File: src/rtl/input_conditioner_pkg.sv
// rtl/input_conditioner_pkg.sv - shared sizes, debounce FSM states and saturating increment
package input_conditioner_pkg;

  localparam int N_BTN            = 2;
  localparam int N_SW             = 4;
  localparam int PRESS_CNT_W      = 8;
  localparam int DEBOUNCE_DEFAULT = 50000;

  typedef enum logic {
    DB_IDLE,
    DB_COUNTING
  } db_state_t;

  function automatic logic [PRESS_CNT_W-1:0] sat_inc(input logic [PRESS_CNT_W-1:0] v);
    return (&v) ? v : v + 1'b1;
  endfunction

endpackage

File: src/rtl/debounce_bit.sv
// rtl/debounce_bit.sv - one input bit: 2-flop synchronizer, stability counter, accepted level
module debounce_bit
  import input_conditioner_pkg::*;
#(
  parameter int DEBOUNCE_CYCLES = DEBOUNCE_DEFAULT,
  parameter bit RESET_VAL       = 1'b0
) (
  input  logic clk,
  input  logic rst_n,
  input  logic raw,
  output logic stable,
  output logic rise
);

  localparam int            CW   = $clog2(DEBOUNCE_CYCLES);
  localparam logic [CW-1:0] LAST = CW'(DEBOUNCE_CYCLES - 1);

  logic [1:0]    sync_q;
  logic          level;
  db_state_t     state;
  logic [CW-1:0] cnt;

  // The resting level of the raw input maps to 0, so buttons come out inverted.
  assign level = sync_q[1] ^ RESET_VAL;

  always_ff @(posedge clk or negedge rst_n) begin
    if (!rst_n) begin
      sync_q <= {2{RESET_VAL}};
    end else begin
      sync_q <= {sync_q[0], raw};
    end
  end

  always_ff @(posedge clk or negedge rst_n) begin
    if (!rst_n) begin
      state  <= DB_IDLE;
      cnt    <= '0;
      stable <= 1'b0;
      rise   <= 1'b0;
    end else begin
      rise <= 1'b0;
      case (state)
        DB_IDLE: begin
          if (level != stable) begin
            state <= DB_COUNTING;
            cnt   <= CW'(1);
          end
        end
        DB_COUNTING: begin
          if (level == stable) begin
            state <= DB_IDLE;
            cnt   <= '0;
          end else if (cnt == LAST) begin
            stable <= level;
            rise   <= level;
            cnt    <= '0;
            state  <= DB_IDLE;
          end else begin
            cnt <= cnt + 1'b1;
          end
        end
        default: begin
          state <= DB_IDLE;
          cnt   <= '0;
        end
      endcase
    end
  end

endmodule

File: src/rtl/input_conditioner.sv
// rtl/input_conditioner.sv - debounces buttons and DIP switches, counts button presses
// Press counters are built only when INPUT_CONDITIONER_PRESS_COUNT_EN is defined.
module input_conditioner
  import input_conditioner_pkg::*;
#(
  parameter int DEBOUNCE_CYCLES = DEBOUNCE_DEFAULT
) (
  input  logic                         clk_clk,
  input  logic                         reset_reset_n,
  input  logic [N_BTN-1:0]             key_n_i,
  input  logic [N_SW-1:0]              sw_i,
  output logic [N_BTN-1:0]             btn_o,
  output logic [N_SW-1:0]              sw_o,
  output logic [N_BTN-1:0]             btn_press_o,
  input  logic                         cnt_clr_i,
  output logic [N_BTN*PRESS_CNT_W-1:0] press_cnt_o
);

  logic [N_SW-1:0] sw_rise_unused;

  for (genvar i = 0; i < N_BTN; i++) begin : g_btn
    debounce_bit #(
      .DEBOUNCE_CYCLES(DEBOUNCE_CYCLES),
      .RESET_VAL      (1'b1)
    ) u_db (
      .clk   (clk_clk),
      .rst_n (reset_reset_n),
      .raw   (key_n_i[i]),
      .stable(btn_o[i]),
      .rise  (btn_press_o[i])
    );
  end

  for (genvar i = 0; i < N_SW; i++) begin : g_sw
    debounce_bit #(
      .DEBOUNCE_CYCLES(DEBOUNCE_CYCLES),
      .RESET_VAL      (1'b0)
    ) u_db (
      .clk   (clk_clk),
      .rst_n (reset_reset_n),
      .raw   (sw_i[i]),
      .stable(sw_o[i]),
      .rise  (sw_rise_unused[i])
    );
  end

`ifdef INPUT_CONDITIONER_PRESS_COUNT_EN
  logic [N_BTN-1:0][PRESS_CNT_W-1:0] press_cnt;

  // A clear in the same cycle as a press leaves that press counted.
  always_ff @(posedge clk_clk or negedge reset_reset_n) begin
    if (!reset_reset_n) begin
      press_cnt <= '0;
    end else begin
      for (int i = 0; i < N_BTN; i++) begin
        if (cnt_clr_i) begin
          press_cnt[i] <= btn_press_o[i] ? PRESS_CNT_W'(1) : '0;
        end else if (btn_press_o[i]) begin
          press_cnt[i] <= sat_inc(press_cnt[i]);
        end
      end
    end
  end

  assign press_cnt_o = press_cnt;
`else
  logic unused_cnt_clr;
  assign unused_cnt_clr = cnt_clr_i;
  assign press_cnt_o    = '0;
`endif

endmodule

File: config.mk
export PLATFORM = sky130hd
export DESIGN_NAME = input_conditioner
export DESIGN_NICKNAME = d
export VERILOG_FILES = /design/src/rtl/input_conditioner_pkg.sv /design/src/rtl/debounce_bit.sv /design/src/rtl/input_conditioner.sv
export SDC_FILE = /design/constraint.sdc
export NUM_CORES = 1
export LEC_CHECK = 0
export BUFFER_PORTS_ARGS = -buffer_cell sky130_fd_sc_hd__buf_2
export CAP_MARGIN = 30
export CORE_UTILIZATION = 45
export CTS_BUF_LIST = sky130_fd_sc_hd__clkbuf_8
export DETAILED_ROUTE_END_ITERATION = 8
export PLACE_DENSITY = 0.66
export RECOVER_POWER = 100
export REMOVE_ABC_BUFFERS = 1
export SETUP_SLACK_MARGIN = 0.15
export SYNTH_ARGS = -nofsm -noshare
export SYNTH_HDL_FRONTEND = slang
export SYNTH_SLANG_ARGS = --single-unit
File: constraint.sdc
create_clock -name clk_clk -period 4.4 [get_ports clk_clk]
set_clock_uncertainty 0.15 [all_clocks]
set_input_delay 0.22 -clock clk_clk [delete_from_list [all_inputs] [get_ports clk_clk]]
set_output_delay 0.22 -clock clk_clk [all_outputs]
set_load 0.005 [all_outputs]
==> impl_metrics.toml, run 1 <==
[status]
status = "finished, violations left"
violations = "capacitance limit, slew limit"

[timing]
setup_viol_count_final = 0
drv_slew = 33
fmax_ghz = 0.328
rsz0062_at_grt = "no"
fin_crit_sh_pct = 69.3
tns_ps = 0
worst_pin_slew_ps = 1730
relSlewSlack_pct = -15.4
finalHoldViolCount = 0
min_period_ps = 3050

[clock_network]
cts_buffers = 17
cts_tree = "done"
htree_num_levels = 4
postCtsHoldBufs = 7
postCtsSetupBuffers = 0
clock_latency_ps = 450
clock_sinks = 122
clockBufferDepth = 2
cts_resized = 0
cts-root-buf = "clkbuf_8"
clk_pin_slew_ps = 80

[placed_design]
port-buffer-count = 15
place_congestion = 0.833
dp_hpwl_um = 8640
postPlaceCellArea_sq_um = 6540

[synthesis]
synth.distinct_cells = 57
synthArstFlopShare_pct = 100
yosysSeqAreaShare_pct = 47.5
ys_top_cells_by_area = "dfrtp_1 (46%), a31oi_1 (5.0%), nand2_1 (4.7%)"
ys_ff_latch = 122
synth_edf_count = 0
synth_ff_type = "dfrtp_1"
synthCells = 692
yosys.area.top_type_share_pct = 45.8
avgSynthCellArea_sq_um = 9.31
synth_area_sq_um = 6440
synth_top_area_cell = "dfrtp_1"
yosys_warnings = 0

[final_layout]
diodes = 0
regArea_sq_um = 3060
post-route-cell-area_sq_um = 6940
fillers = 1307
nets = 716
drive_gt1_share_pct = 8.68
area_growth_pct = 7.65
multi_input_area_sq_um = 3010

[pwr]
p_leak_nw = 2.94
max-vdd-ir-drop_uv = 262
p_per_area_nw_per_um2 = 341

[global_routing]
grt-ovfl-total = 0
grt_pass1_wl_um = 22800
grt_usage_pct = 19.3
grt_max_degree = 61
grt_pass1_vias = 4979
antenna_found_initial = 0

[setup_path]
end_kind = "register"
path_cells = "or4b_1 -> nor4_1 -> nor2_1 -> a41oi_1 -> a31oi_1"
crit_type = "register to register"
critPathSlowestCell = "nor4_1"
start_kind = "register"
critPathArrivalTime_ps = 3220
crit_path_max_fanout = 24
critPathRequiredTime_ps = 4570
max_stage_delay_ps = 790

[floorplan]
core_sq_um = 13900
die_area_sq_um = 14800
die_y_um = 122
start_util_pct = 46.2
rows = 43
top_level_ports = 33
die_x_um = 122

[routing]
wl_um = 12900
post_drt_wl_per_cell_um = 14.4
drtIter0Drc = 376
via_per_inst = 5.89
ant_nets = 0
drcViolationCount = 0
drtPass1Iterations = 4
vias = 5266

[run]
cap_violations = 1

[hold_path]
hp-class = "register to register"
-- synthesized netlist by cell type (all sizes together), types with 5 or more instances --
| cell type | instances |
|---|---|
| nor3 | 16 |
| a21oi | 41 |
| or2 | 8 |
| nand4 | 21 |
| or3 | 14 |
| dfrtp | 118 |
| nand4b | 6 |
| nor2 | 41 |
| ha | 6 |
| nand3 | 43 |
| clkbuf | 20 |
| o21ai | 42 |
| mux2i | 8 |
| and3 | 15 |
| nor4 | 10 |
| a21o | 10 |
| a22o | 9 |
| inv | 17 |
| a41oi | 14 |
| a31oi | 52 |
| and4 | 6 |
| buf | 32 |
| o31ai | 5 |
| and2 | 6 |
| nand2 | 80 |
-- worst paths after layout --
kind	from	endpoint	slack, ps	cells past startpoint
min in group asynchronous	reset_reset_n	g_sw[3].u_db.cnt[3]	620	2
max in group asynchronous	reset_reset_n	g_sw[0].u_db.cnt[7]	1940	3
hold / removal	g_sw[2].u_db.sync_q[0]	g_sw[2].u_db.sync_q[1]	200	0
hold reg to reg	g_sw[2].u_db.sync_q[0]	g_sw[2].u_db.sync_q[1]	200	0
setup / recovery	g_btn[1].u_db.cnt[11]	g_btn[1].u_db.cnt[6]	1350	5
setup reg to reg	g_btn[1].u_db.cnt[11]	g_btn[1].u_db.cnt[6]	1350	5
-- stage by stage --
step           total power, mW  utilization, %  cells  setup WS (ps)  hold slack [ps]
2_1_floorplan             1.28               -    655           2090             -226
3_3_place_gp              1.33            46.8    853           1740             28.8
3_5_place_dp              1.33            46.9    855           1920             32.1
4_1_cts                   2.40            50.4    894           1920             81.8
5_1_grt                   2.47            49.8    894           1070              218
6_report                  2.36            49.8    894           1350              202
-- layer usage --
layer | track usage [%] | part of all wire, %
met1 | 23.9 | 46
met2 | 32.1 | 49
met3 | 5.10 | 3.5
met4 | 7.79 | 1.3
met5 | 0 | 0
-- report_power, final --
part           switching, mW  internal, mW  total (mW)  leakage (nW)
Combinational         0.0941        0.0462       0.140          1.09
Clock                  0.475         0.576        1.05         0.201
Sequential            0.0258          1.15        1.17          1.64
-- cells in the final DEF, fill, tap and decap left out, types with 6 or more instances in the layout --
master	Yosys	layout
clkbuf_8	0	18
nor2_1	38	40
nand4b_1	6	6
o21ai_0	40	42
dlygate4sd3_1	0	7
and3_1	15	15
nor4_1	6	10
and4_1	6	6
a41oi_1	14	14
conb_1	1	16
a22o_1	9	9
a31oi_1	52	52
clkbuf_1	20	8
ha_1	6	6
or3_1	12	12
nand4_1	21	21
mux2i_1	8	8
nor3_1	16	16
a21oi_1	41	41
nand3_1	43	43
buf_2	6	10
inv_1	17	17
or2_2	7	7
dfrtp_1	118	118
a21o_1	10	10
nand2_1	80	80
-- flip-flops by register name, indices dropped and copies added, names as in the netlist --
name	count
g_sw.u_db.cnt	64
g_sw.u_db.state	4
g_sw.u_db.sync_q	8
g_btn.u_db.sync_q	4
g_btn.u_db.rise	2
g_sw.u_db.stable	4
g_btn.u_db.stable	2
g_btn.u_db.state	2
g_btn.u_db.cnt	32
-- critical path: cells and delay by family (launching register included) --
family,cells,cell delay [ps]
AO/OA/AOI/OAI,2,430
flip-flops,1,450
AND/OR/NAND/NOR,3,1880
-- area by class of cell --
type	instances	area share, %
inverter	17	0.920
timing repair buffer	27	2.38
sequential	122	44.1
clock buffer	18	3.57
tap	180	3.25
multi-input combinational	516	43.3
clock inverter	14	2.45
-- cell families after synthesis --
family,after synthesis,share of synthesized area [%]
muxes,12,1.94
DFF,122,47.5
xor gates and xnor gates,8,1.09
and+or+nand+nor,289,24.7
other,1,0.0582
adders and majority gates,6,1.17
buffers and inverters,69,5.77
AOI/OAI and AO/OA,185,17.8
Power figures use the tool's default switching activity.
==> inputs of run 2 (changes only) <==
- ABC_AREA: unset -> 1
- PLACE_DENSITY: 0.66 -> 0.65
- clock period: 4.4 -> 2.97 ns (I/O delays scaled with it)
==> run 2 against run 1 <==
Net effect:
- the flow now finishes without violations
- setup slack worse by 530 ps
- area after synthesis is 12% higher
- worst hold slack lost 4.7 ps
- first-iteration DRC count grew 13%
- utilization increased by 1.2 points
==> impl_metrics.toml, run 2 <==
[status]
status = "complete, no violations"

[timing]
drv_slew = 0
rsz0062_at_grt = "no"
fin_crit_sh_pct = 72.5
min_period_ps = 2150
holdWs_ps = 198
finalHoldViolCount = 0
relSlewSlack_pct = 18.4
worst_pin_slew_ps = 1220
tns_ps = 0
worst_slack_ps = 817
fmax_ghz = 0.465
setup_viol_count_final = 0

[clock_network]
cts_buffers = 17
htree_num_levels = 4
postCtsHoldBufs = 7
postCtsSetupBuffers = 0
clk_pin_slew_ps = 80
clock_latency_ps = 440
cts_tree = "done"
clockBufferDepth = 2
cts_resized = 0
cts-root-buf = "clkbuf_8"
clock_sinks = 122

[routing]
wl_met3_um = 469
vias = 5944
via_per_inst = 4.94
drtPass1Iterations = 5
ant_nets = 0
wl_um = 14400
post_drt_wl_per_cell_um = 12.0
met1_length_um = 7250
top_layer = "met4"
wl_met2_um = 6610
drtIter0Drc = 423
drcViolationCount = 0

[floorplan]
die_area_sq_um = 16600
die_y_um = 129
die_x_um = 129
top_level_ports = 33
start_util_pct = 46.8
rows = 45
core_sq_um = 15400

[synthesis]
ys_ff_latch = 122
yosysMostFrequentCell = "nand2_1"
synth_simple_gate_area_share_pct = 34.3
synth.distinct_cells = 44
synth_edf_count = 0
synth_ff_type = "dfrtp_1"
synth-adder-area-share_pct = 1.04
synth_top_area_cell = "dfrtp_1"
avgSynthCellArea_sq_um = 7.60
synth_mux_area_share_pct = 0
synth-compound-area-share_pct = 7.89
yosys_warnings = 0
synth_top_family_by_area = "simple AND/OR/NAND/NOR gates"
synth_area_sq_um = 7220
synthXorXnorAreaFrac_pct = 5.16
yosysSeqAreaShare_pct = 42.4
yosys.area.top_type_share_pct = 40.9
ys_top_cells_by_area = "dfrtp_1 (41%), nand2_1 (13%), inv_1 (5.6%)"
synthArstFlopShare_pct = 100
synthTopCellsByCount = "nand2_1 (255), dfrtp_1 (118), inv_1 (107), nor2_1 (100), nand3_1 (67)"
synthCells = 950

[global_routing]
antenna_found_initial = 0
grt_pass1_wl_um = 25300
grt-ovfl-total = 0
grt_pass1_vias = 5490
grt_max_degree = 51
grt_usage_pct = 19.1

[setup_path]
start_kind = "register"
crit_type = "register to register"
critPathSlowestCell = "nor2_1"
crit_top_cell = "inv_1"
max_stage_delay_ps = 520
end_kind = "register"
path_cells = "or2_1 -> nand2_1 -> inv_1 -> nor2_1 -> inv_1 -> o21ai_0"
crit_path_max_fanout = 9
critPathArrivalTime_ps = 2350
critPathRequiredTime_ps = 3170

[final_layout]
drive_gt1_share_pct = 9.58
nets = 995
reg_top3 = "g_sw.u_db.cnt (64), g_btn.u_db.cnt (32), g_sw.u_db.sync_q (8)"
post-route-cell-area_sq_um = 7870
multi_input_area_sq_um = 3430
area_growth_pct = 9.01
final_cell_mix = "nand2_1 (267), dfrtp_1 (118), inv_1 (115)"
fillers = 1522
regArea_sq_um = 3060
layout_commonest_cell = "nand2_1"
diodes = 0
largest_reg_flops = 64
top_register = "g_sw.u_db.cnt"

[run]
cap_violations = 0

[placed_design]
pre_cts_slack_ps = 1210
postPlaceCellArea_sq_um = 7450
port-buffer-count = 15
place_congestion = 0.917
dp_hpwl_um = 10300

[pwr]
p_leak_nw = 3.57
p_per_area_nw_per_um2 = 477
max-vdd-ir-drop_uv = 355

[hold_path]
hp-class = "primary input to register"
## run 2: changes by cell type in the layout (fill, tap and decap cells not counted), sizes merged, moves of 14 or more
cell | before | now
nand2 | 80 | 279
inv | 19 | 120
nor2 | 41 | 124
a31oi | 52 | 0
a21oi | 41 | 5
xor2 | 4 | 35
nand3 | 43 | 72
nand4 | 21 | 41
o22ai | 0 | 20
a41oi | 14 | 0
and3 | 15 | 1
or3 | 14 | 0
## run 2: cell families after synthesis
logic type / after synthesis
buf+inv: 150
simple gates: 540
compound gates: 91
fa+ha+maj: 6
xor+xnor: 40
other cells: 1
flops: 122
## run 2: worst paths after layout
check                                            start                     end  slack [ps]  cells past startpoint
worst min register to register  g_sw[0].u_db.sync_q[0]  g_sw[0].u_db.sync_q[1]         200                      0
worst max-delay path               g_sw[3].u_db.stable    g_sw[3].u_db.cnt[12]         820                      6
worst min-delay path                           sw_i[1]  g_sw[1].u_db.sync_q[0]         200                      2
worst max register to register     g_sw[3].u_db.stable    g_sw[3].u_db.cnt[12]         820                      6
max in group asynchronous                reset_reset_n    g_sw[3].u_db.cnt[13]        1090                      3
min in group asynchronous                reset_reset_n    g_btn[1].u_db.cnt[1]         340                      2
## run 2: final cells by class
class	count	area share [%]
clock buffers	20	3.50
repair buffers	25	2.16
well taps	211	3.35
clock inverters	11	2.77
flip-flops and latches	122	38.9
multi-input cells	693	43.5
inverters	121	5.82
## run 2: metal layers
metal | global-route usage [%] | up-vias
met5 | 0 | -
met4 | 5.26 | 0
met3 | 4.37 | 8
met2 | 30.0 | 96
met1 | 26.4 | 2755
li1 | - | 3085
## run 2: per-stage QoR
| step | total power, mW | std cells | utilization [%] |
|---|---|---|---|
| floorplan | 1.89 | 936 | - |
| global placement | 1.97 | 1165 | 48.3 |
| detailed placement | 1.98 | 1165 | 48.3 |
| CTS | 3.82 | 1203 | 51.9 |
| global route | 3.92 | 1203 | 51.0 |
| finish | 3.75 | 1203 | 51.0 |
## run 2: where the power goes
part	internal [mW]	total (mW)	switching [mW]
Sequential	1.70	1.74	0.0344
Clock	1.15	1.82	0.670
Combinational	0.0597	0.197	0.137
Total	2.91	3.75	0.841
## run 2: critical path: cells and delay by family (launching register included)
kind	cells	cell delay (ps)
buffers and inverters	2	380
AND/OR/NAND/NOR	3	890
AO/OA/AOI/OAI	1	230
flip-flops	1	410
